<file path="config.mk">
export PLATFORM = sky130hd
export DESIGN_NAME = muldiv_sequencer
export DESIGN_NICKNAME = d
export VERILOG_FILES = /design/src/rtl/muldiv_sequencer.sv
export SDC_FILE = /design/constraint.sdc
export NUM_CORES = 2
export LEC_CHECK = 0
export ABC_AREA = 1
export BUFFER_PORTS_ARGS = -buffer_cell sky130_fd_sc_hd__buf_2
export CELL_PAD_IN_SITES_DETAIL_PLACEMENT = 1
export CELL_PAD_IN_SITES_GLOBAL_PLACEMENT = 2
export CORE_ASPECT_RATIO = 1.2
export CORE_MARGIN = 2
export CORE_UTILIZATION = 23
export CTS_BUF_LIST = sky130_fd_sc_hd__clkbuf_8
export DETAILED_ROUTE_END_ITERATION = 10
export GPL_ROUTABILITY_DRIVEN = 0
export GPL_TIMING_DRIVEN = 1
export PLACE_DENSITY_LB_ADDON = 0.25
export SLEW_MARGIN = 15
export SYNTH_ARGS = -nofsm -noshare
export SYNTH_HDL_FRONTEND = slang
export SYNTH_SLANG_ARGS = --single-unit
</file>
<file path="constraint.sdc">
create_clock -name clk -period 7.9 [get_ports clk]
set_clock_uncertainty 0.1 [all_clocks]
set_input_delay 1.185 -clock clk [delete_from_list [all_inputs] [get_ports clk]]
set_output_delay 1.185 -clock clk [all_outputs]
set_load 0.01 [all_outputs]
</file>
<file path="src/rtl/muldiv_sequencer.sv">
// Multi-cycle RV32M sequencer: single-cycle multiply, 32-step restoring divide, sign fixup.
// Latency: mul 2 cycles, divide 34 cycles, div-by-zero/overflow 1 cycle; stall holds the pipeline until DONE.
module muldiv_sequencer (
    input  logic        clk,
    input  logic        rst,
    input  logic        start,
    input  logic [2:0]  op,
    input  logic [31:0] a,
    input  logic [31:0] b,
    input  logic        flush,
    output logic        stall,
    output logic        busy,
    output logic        done,
    output logic [31:0] result
);

    typedef enum logic [2:0] {IDLE, MUL, DIV, FIX, DONE} state_t;

    state_t      state, state_nxt;
    logic [31:0] a_r, b_r, quo, rem;
    logic [1:0]  op_r;
    logic [4:0]  cnt;
    logic        neg_q, neg_r;

    logic        launch, load_res;
    logic [31:0] res_nxt;

    // Launch-time decode of the incoming operands
    logic        sdiv, a_neg, b_neg, div_zero, div_ovf;
    logic [31:0] a_mag, b_mag, special_res;

    assign launch   = (state == IDLE) && start && !flush;
    assign sdiv     = ~op[1];
    assign a_neg    = sdiv & a[31];
    assign b_neg    = sdiv & b[31];
    assign a_mag    = a_neg ? -a : a;
    assign b_mag    = b_neg ? -b : b;
    assign div_zero = (b == 32'd0);
    assign div_ovf  = sdiv && (a == 32'h8000_0000) && (b == 32'hFFFF_FFFF);
    assign special_res = div_zero ? (op[2] ? a : 32'hFFFF_FFFF)
                                  : (op[2] ? 32'd0 : 32'h8000_0000);

    // Multiply: 33-bit operands, sign bit chosen by op, product taken mod 2^64
    logic        a_sx, b_sx;
    logic [63:0] prod;
    logic [31:0] mul_res;

    assign a_sx    = ((op_r == 2'b01) || (op_r == 2'b10)) & a_r[31];
    assign b_sx    = (op_r == 2'b01) & b_r[31];
    assign prod    = $signed({{31{a_sx}}, a_sx, a_r}) * $signed({{31{b_sx}}, b_sx, b_r});
    assign mul_res = (op_r == 2'b00) ? prod[31:0] : prod[63:32];

    // One restoring divide step; remainder stays below the divisor so 32 bits suffice
    logic [32:0] rem_sh;
    logic        fits;
    logic [31:0] rem_sub, fix_res;

    assign rem_sh  = {rem, quo[31]};
    assign fits    = rem_sh >= {1'b0, b_r};
    assign rem_sub = rem_sh[31:0] - b_r;
    assign fix_res = op_r[1] ? (neg_r ? -rem : rem) : (neg_q ? -quo : quo);

    assign busy = (state != IDLE);
    assign done = (state == DONE);

    always_comb begin
        state_nxt = state;
        load_res  = 1'b0;
        res_nxt   = result;
        stall     = 1'b0;
        case (state)
            IDLE: begin
                if (launch) begin
                    stall = 1'b1;
                    if (!op[0]) begin
                        state_nxt = MUL;
                    end else if (div_zero || div_ovf) begin
                        state_nxt = DONE;
                        load_res  = 1'b1;
                        res_nxt   = special_res;
                    end else begin
                        state_nxt = DIV;
                    end
                end
            end
            MUL: begin
                stall     = 1'b1;
                state_nxt = DONE;
                load_res  = 1'b1;
                res_nxt   = mul_res;
            end
            DIV: begin
                stall = 1'b1;
                if (cnt == 5'd0) state_nxt = FIX;
            end
            FIX: begin
                stall     = 1'b1;
                state_nxt = DONE;
                load_res  = 1'b1;
                res_nxt   = fix_res;
            end
            DONE:    state_nxt = IDLE;
            default: state_nxt = IDLE;
        endcase
        if (flush) begin
            state_nxt = IDLE;
            load_res  = 1'b0;
        end
    end

    always_ff @(posedge clk) begin
        if (rst) begin
            state  <= IDLE;
            cnt    <= 5'd0;
            result <= 32'd0;
            a_r    <= 32'd0;
            b_r    <= 32'd0;
            quo    <= 32'd0;
            rem    <= 32'd0;
            op_r   <= 2'd0;
            neg_q  <= 1'b0;
            neg_r  <= 1'b0;
        end else begin
            state <= state_nxt;
            if (load_res) result <= res_nxt;
            if (launch) begin
                a_r   <= a;
                b_r   <= op[0] ? b_mag : b;
                quo   <= a_mag;
                rem   <= 32'd0;
                op_r  <= op[2:1];
                neg_q <= a_neg ^ b_neg;
                neg_r <= a_neg;
                cnt   <= op[0] ? 5'd31 : 5'd0;
            end else if (state == DIV) begin
                if (cnt != 5'd0) cnt <= cnt - 5'd1;
                rem <= fits ? rem_sub : rem_sh[31:0];
                quo <= {quo[30:0], fits};
            end
        end
    end

endmodule

</file>
Word-level counts from Yosys, hierarchy flattened:

Cells that the tools add are included.

* word-level logic and storage cells: 92
* input bits: 71
* flip-flop bits (word level): 172
* output and inout bits: 35

* magnitude comparators: 1
* bitwise gates (word level): 6
* reduce and logical (&&, ||, !) cells: 23
* multiplexer cells: 33
* equality and inequality tests: 12
* add/sub/neg operators: 6
* multiply operators: 1

Operators with widths (number)
* $mux 32: 16
* $neg 32->32: 4
* $pmux 32 s3: 1
* $eq 32x32->1 const B: 2
* $mul 33x33->64: 1
* $ge 33x32->1: 1
* $logic_not 32->1: 1
* $sub 32x32->32: 1
* $mux 5: 4
* $mux 3: 4
* $pmux 3 s3: 1
* $eq 3x2->1 const B: 2
* $ne 2x2->1 const B: 3
* $reduce_bool 3->1: 2
* $reduce_or 2->1: 3
* $logic_not 5->1: 1
* $mux 1: 5
* $reduce_and 5->1: 1
* $reduce_bool 5->1: 1
* $sub 5x1->5 const B: 1
* $and 1x1->1: 4
* $logic_and 1x1->1: 4
* $pmux 1 s2: 2
* $reduce_and 2->1: 2
* 13 further kinds: 15

Longest topological paths before layout:

* depth in word-level cells: 10
* mapped depth: 39
* gate-level depth less buffers: 37

Least setup slack after synthesis:

Ideal clock, no wire load.

* path type: flip-flop to flip-flop
* from: register op_r[1]
* to: register result[31]
* buffers on the path: 2
* clock period less this slack: 8169 ps
* setup time: 132 ps
* data required time: 7668 ps
* path slack: -269 ps
* cell stages (with the launch flop): 34
* arrival: 7936 ps
* cell sequence: dfxtp_1 -> clkinv_1 -> clkbuf_1 -> ha_1 -> nand2_1 -> clkbuf_1 -> nor2_1 -> fa_1 -> inv_1 -> fa_1 -> inv_1 -> fa_1 -> inv_1 -> fa_1 -> fa_1 -> fa_1 -> inv_1 -> fa_1 -> inv_1 -> fa_1 -> inv_1 -> ha_1 -> inv_1 -> nor3_1 -> nand2_1 -> nor2_1 -> and3_1 -> a21oi_1 -> nand3_1 -> nand3_1 -> nand2_1 -> nand2_1 -> nand2_1 -> a21oi_1

* word-level cells in the longest chain between the ends: 6
* elaborated cells between the ends (all ways): 10
* classes of those cells: mul (1); eq/ne (2); mux (3); bitwise (2); reduce/logical (2)

RTL lines
* from (decl): line 21 `logic [1:0] op_r;`
* from (signal assigned): line 131 `op_r <= op[2:1];`
* $eq 2x1->1 / $eq 2x2->1 (equally long branches): line 48, 49
* $logic_or 1x1->1: line 48 `assign a_sx = ((op_r == 2'b01) || (op_r == 2'b10)) & a_r[31];`
* $and 1x1->1: line 48
* $mul 33x33->64: line 50 `assign prod = $signed({{31{a_sx}}, a_sx, a_r}) * $signed({{31{b_sx}}, b_sx, b_r});`
* $mux 32: line 51 `assign mul_res = (op_r == 2'b00) ? prod[31:0] : prod[63:32];`
* $pmux 32 s3 (*): line 71 `case (state)`
* to (signal assigned): line 125 `if (load_res) result <= res_nxt;`
* to (decl): line 14 `output logic [31:0] result`

Every way passes the cells marked *; elsewhere a longest branch is shown, timed or not.
A chain may end at the register's enable or synchronous reset.

Final worst setup path:

* from: register op_r[1]
* to: register result[30]

Same word-level chain as after synthesis.

==> PnR_summary.wiki <==
{| class="wikitable"
! Metric !! Value
|-
| Max cap viols || 0
|-
| Cell with the most instances after synthesis || sky130_fd_sc_hd__inv_1
|-
| Worst stage delay on the critical path || 0.61 ns
|-
| Via count of the first global-routing pass || 54100
|-
| Synth Area per Inst || between 7 and 8 um^2
|-
| Multi-input gate area || roughly 43000 um^2
|-
| # fillers || 28220
|-
| Worst reg2reg path startpoint || op_r[1]
|-
| Slowest stage cell on the critical path || sky130_fd_sc_hd__fa_2
|-
| All-Layer GR Usage || 0.2003
|-
| Final non-filler cell total || 10640
|-
| Unrepaired setup endpoints after global routing || yes
|-
| Simple-gate portion of the synthesized area || 0.2062
|-
| Post-placement worst setup slack || -0.6351 ns
|-
| Number of distinct library cells after synthesis || 55
|-
| Min Clock Period, post-route || about 7.8 ns
|-
| Commonest register cell after synthesis || sky130_fd_sc_hd__dfxtp_1
|-
| FFs w/ async S/R, synth || 0
|-
| Critical path startpoint category || register
|-
| Maximum root-to-sink buffer count || 2
|-
| Transition time at the pin with the least slew margin || 1.112 ns
|-
| Placed instance count || approximately 11000
|-
| Final-report hold violation count || 0
|-
| Fraction of final layout cells with drive strength greater than 1 || 0.1353
|-
| Skew-Pair Late Insertion Delay || 0.62 ns
|-
| Synthesized cell area || between 50000 and 60000 um^2
|-
| Adder and majority gate portion of the synthesized area || 0.4823
|-
| Number of flops mapped to enable cells by yosys || 0
|-
| Max Slew Vio Count || 0
|-
| Category of the worst setup path capture point || register
|-
| Result of the run || completed
|-
| Core utilization of the finished layout || 0.2740
|-
| Share of synthesized area occupied by flip-flops and latches || 0.06460
|-
| Combinational family with the most area after synthesis || adder cells
|-
| Most frequent cells after synthesis || sky130_fd_sc_hd__inv_1, sky130_fd_sc_hd__nand2_1, sky130_fd_sc_hd__fa_1, sky130_fd_sc_hd__nor2_1, sky130_fd_sc_hd__clkbuf_1
|-
| Fraction of post-synthesis cell area in the top cell type by area || 0.4229
|-
| Initial antenna violation count || 13
|-
| Worst Hold Path EP || result[2]
|-
| Full die area || 235600 um^2
|-
| Relative max-transition margin || 0.2576
|-
| Peak clock frequency supported by timing || roughly 130 MHz
|-
| Proportion of power drawn by combinational gates || 0.717
|-
| Final Worst Setup Slack || around 0.056 ns
|-
| Ratio of final minimum period to clock period || 0.9929
|-
| Area share of xor/xnor cells in the synthesized design || 0.008545
|-
| TritonCTS buffer count || 17
|-
| Power per cell area || 94.28 nW/um^2
|-
| Cell count of the worst reg-to-reg path || 34
|-
| Hpwl dp || 202400 um
|-
| Internal power summed over all cells || 0.002761 W
|-
| Area of the core || ~230000 um^2
|-
| Total of hold buffers inserted after clock tree synthesis || 0
|-
| Syn nets || ~8800
|-
| Maximum number of pins on one net before global-route repair || 68
|-
| Cell class contributing the biggest share of worst-path delay || adder cells
|-
| Die outline width || around 440 um
|-
| Yosys warning total || 0
|-
| TritonCTS clock tree || done
|-
| Leakage || around 31 nW
|-
| Via total after detailed routing || 48020
|-
| Number of cells on the worst hold path || 2
|-
| Synthesized-area fraction occupied by ao, oa, aoi and oai cells || 0.07672
|-
| Clock-pin slew on the worst setup and hold paths || 0.13 ns
|-
| Type of the worst setup path || reg -> reg
|-
| Post-synthesis mux area share || 0
|-
| R2R Setup Slk || 0.06 ns
|-
| Post-route setup TNS || 0 ns
|-
| Initial Util || 0.2314
|-
| Count of buffers inserted at the top-level ports || approximately 110
|-
| IR drop worst, VDD || 0.1003 mV
|-
| Final setup violation count || 0
|-
| Combined flip-flop and latch cell area || 3456 um^2
|-
| R2R Path End || result[30]
|-
| Critical path fanouts, max || 5
|-
| Gr ovfl total || 0
|-
| Drt via density || 4.513
|-
| Antenna-violating nets left || 0
|-
| Total buffers and inverters traversed by the critical path || 11
|-
| Number of DRC violations after detailed-routing iteration 0 || 2078
|-
| Aggregate routed wire length || 234400 um
|-
| Flip-flop and latch count after synthesis || 172
|-
| Critical path arrival || 8.23 ns
|-
| Net switching fraction of the power || 0.5360
|-
| Area growth syn-to-layout || 18.43%
|-
| Count of TritonRoute iterations in the first routing pass || 6
|-
| Min-Delay Path Class || reg -> reg
|-
| Die Span Y || 531.3 um
|-
| Clk network pwr share || 0.122
|-
| Yosys top cell by area || sky130_fd_sc_hd__fa_1
|-
| Number of DRC violations after detailed routing || 0
|-
| CTS root buf || sky130_fd_sc_hd__clkbuf_8
|-
| Wire per inst || 22.03 um
|-
| Io pins || 106
|-
| Global-route wire length before repair || ~350000 um
|-
| H-Tree Depth || 4
|-
| Site Rows || 193
|-
| Crit. Startpoint || op_r[1]
|-
| Clock sinks || 172
|-
| Part of the total power dissipated in sequential elements || 0.161
|-
| Hold slack || 0.3809 ns
|-
| Net switching component of the power || 0.003190 W
|-
| Worst min-delay path startpoint || result[2]
|-
| Count of nets after finishing || 9051
|-
| Biggest area contributors in the synthesized netlist || sky130_fd_sc_hd__fa_1, sky130_fd_sc_hd__inv_1, sky130_fd_sc_hd__nand2_1, sky130_fd_sc_hd__dfxtp_1, sky130_fd_sc_hd__ha_1
|-
| Required @ worst endpoint || between 8 and 9 ns
|-
| Gate count after technology mapping || around 7300
|}
sequential cells by signal (all words and copies together), names as in the netlist:
name,cells
b_r,32
neg_q,1
state,3
quo,32
op_r,2
result,32
neg_r,1
rem,32
cnt,5
a_r,32
layer usage:
layer / vias up / wire [um] / track usage
met5: - / 50 / 0
met4: 8 / 5861 / 0.04352
met3: 169 / 3915 / 0.01088
met2: 517 / 127600 / 0.3891
met1: 25300 / 96910 / 0.2387
li1: 22020 / - / -
timing repair:
action                                  4_1_cts  5_1_grt
buffers inserted                              5       18
gates resized for setup                     128      323
cloned                                        2        0
pin swaps                                    27      118
endpoints found under the setup margin       31       32
hold endpoints to repair                      0        0
stage by stage:
step | cell area (um^2) | power (W)
after floorplan | 53310 | 0.002983
after global placement | 60950 | 0.004905
after detailed placement | 60950 | 0.004910
after CTS | 61910 | 0.005757
after global routing | 63120 | 0.006463
final | 63120 | 0.005951
worst min-delay path: cells and delay by family (launching register included):
kind               cells  cell delay, ns
AOI/OAI and AO/OA      1            0.05
DFF                    1            0.34
and+or+nand+nor        1            0.06
worst max path at each step:
stage	endpoint	slack, ns	cells after the start
detailed placement	result[21]	-0.64	34
floorplan	result[26]	0.03	34
CTS	result[21]	-0.01	36
global placement	result[21]	-0.57	32
global route	result[31]	-0.19	35
finish	result[30]	0.06	34
final cells by class:
class	count	share of cell area
antenna	3	0.0001189
clock buffer	19	0.004143
clock inverter	13	0.001982
inverter	1918	0.1143
multi-input combinational	4875	0.6772
sequential	172	0.05475
tap	3022	0.05990
timing repair buffer	617	0.08758
placed cells by master, fill, tap and decap left out, types with 20 or more instances in the layout:
cell type                  count
sky130_fd_sc_hd__buf_12       85
sky130_fd_sc_hd__a21oi_2      44
sky130_fd_sc_hd__nand2_1    1756
sky130_fd_sc_hd__nor2_4       37
sky130_fd_sc_hd__inv_2        57
sky130_fd_sc_hd__nand4_1      42
sky130_fd_sc_hd__fa_1       1110
sky130_fd_sc_hd__dfxtp_1     162
sky130_fd_sc_hd__o21ai_1      33
sky130_fd_sc_hd__nor2_2       46
sky130_fd_sc_hd__inv_1      1853
sky130_fd_sc_hd__ha_1        223
sky130_fd_sc_hd__o211ai_1     53
sky130_fd_sc_hd__nor2_1      379
sky130_fd_sc_hd__nand2_2      43
sky130_fd_sc_hd__nor3_1       51
sky130_fd_sc_hd__xnor2_1      32
sky130_fd_sc_hd__buf_4       407
sky130_fd_sc_hd__nand3_2      29
sky130_fd_sc_hd__xor2_1       20
sky130_fd_sc_hd__ha_4         27
sky130_fd_sc_hd__o21ai_0     192
sky130_fd_sc_hd__a21oi_1     269
sky130_fd_sc_hd__nand3_1     267
sky130_fd_sc_hd__o221ai_1     22
sky130_fd_sc_hd__buf_2       105
logic make-up after synthesis:
logic type | after synthesis
adders and majority gates | 1379
AOI/OAI and AO/OA | 724
DFF | 172
and+or+nand+nor | 2720
xor gates and xnor gates | 52
buffers and inverters | 2284
power by group through the flow:
| stage | Sequential, W | Combinational [W] | Clock [W] |
|---|---|---|---|
| 4_1_cts | 0.000960 | 0.00405 | 0.000750 |
| 6_report | 0.000960 | 0.00427 | 0.000723 |
| 2_1_floorplan | 0.000944 | 0.00204 | 0 |
| 3_3_place_gp | 0.000978 | 0.00393 | 0 |
| 5_1_grt | 0.000965 | 0.00472 | 0.000780 |
| 3_5_place_dp | 0.000979 | 0.00393 | 0 |
Note: power is estimated with default switching activity, not from simulation.
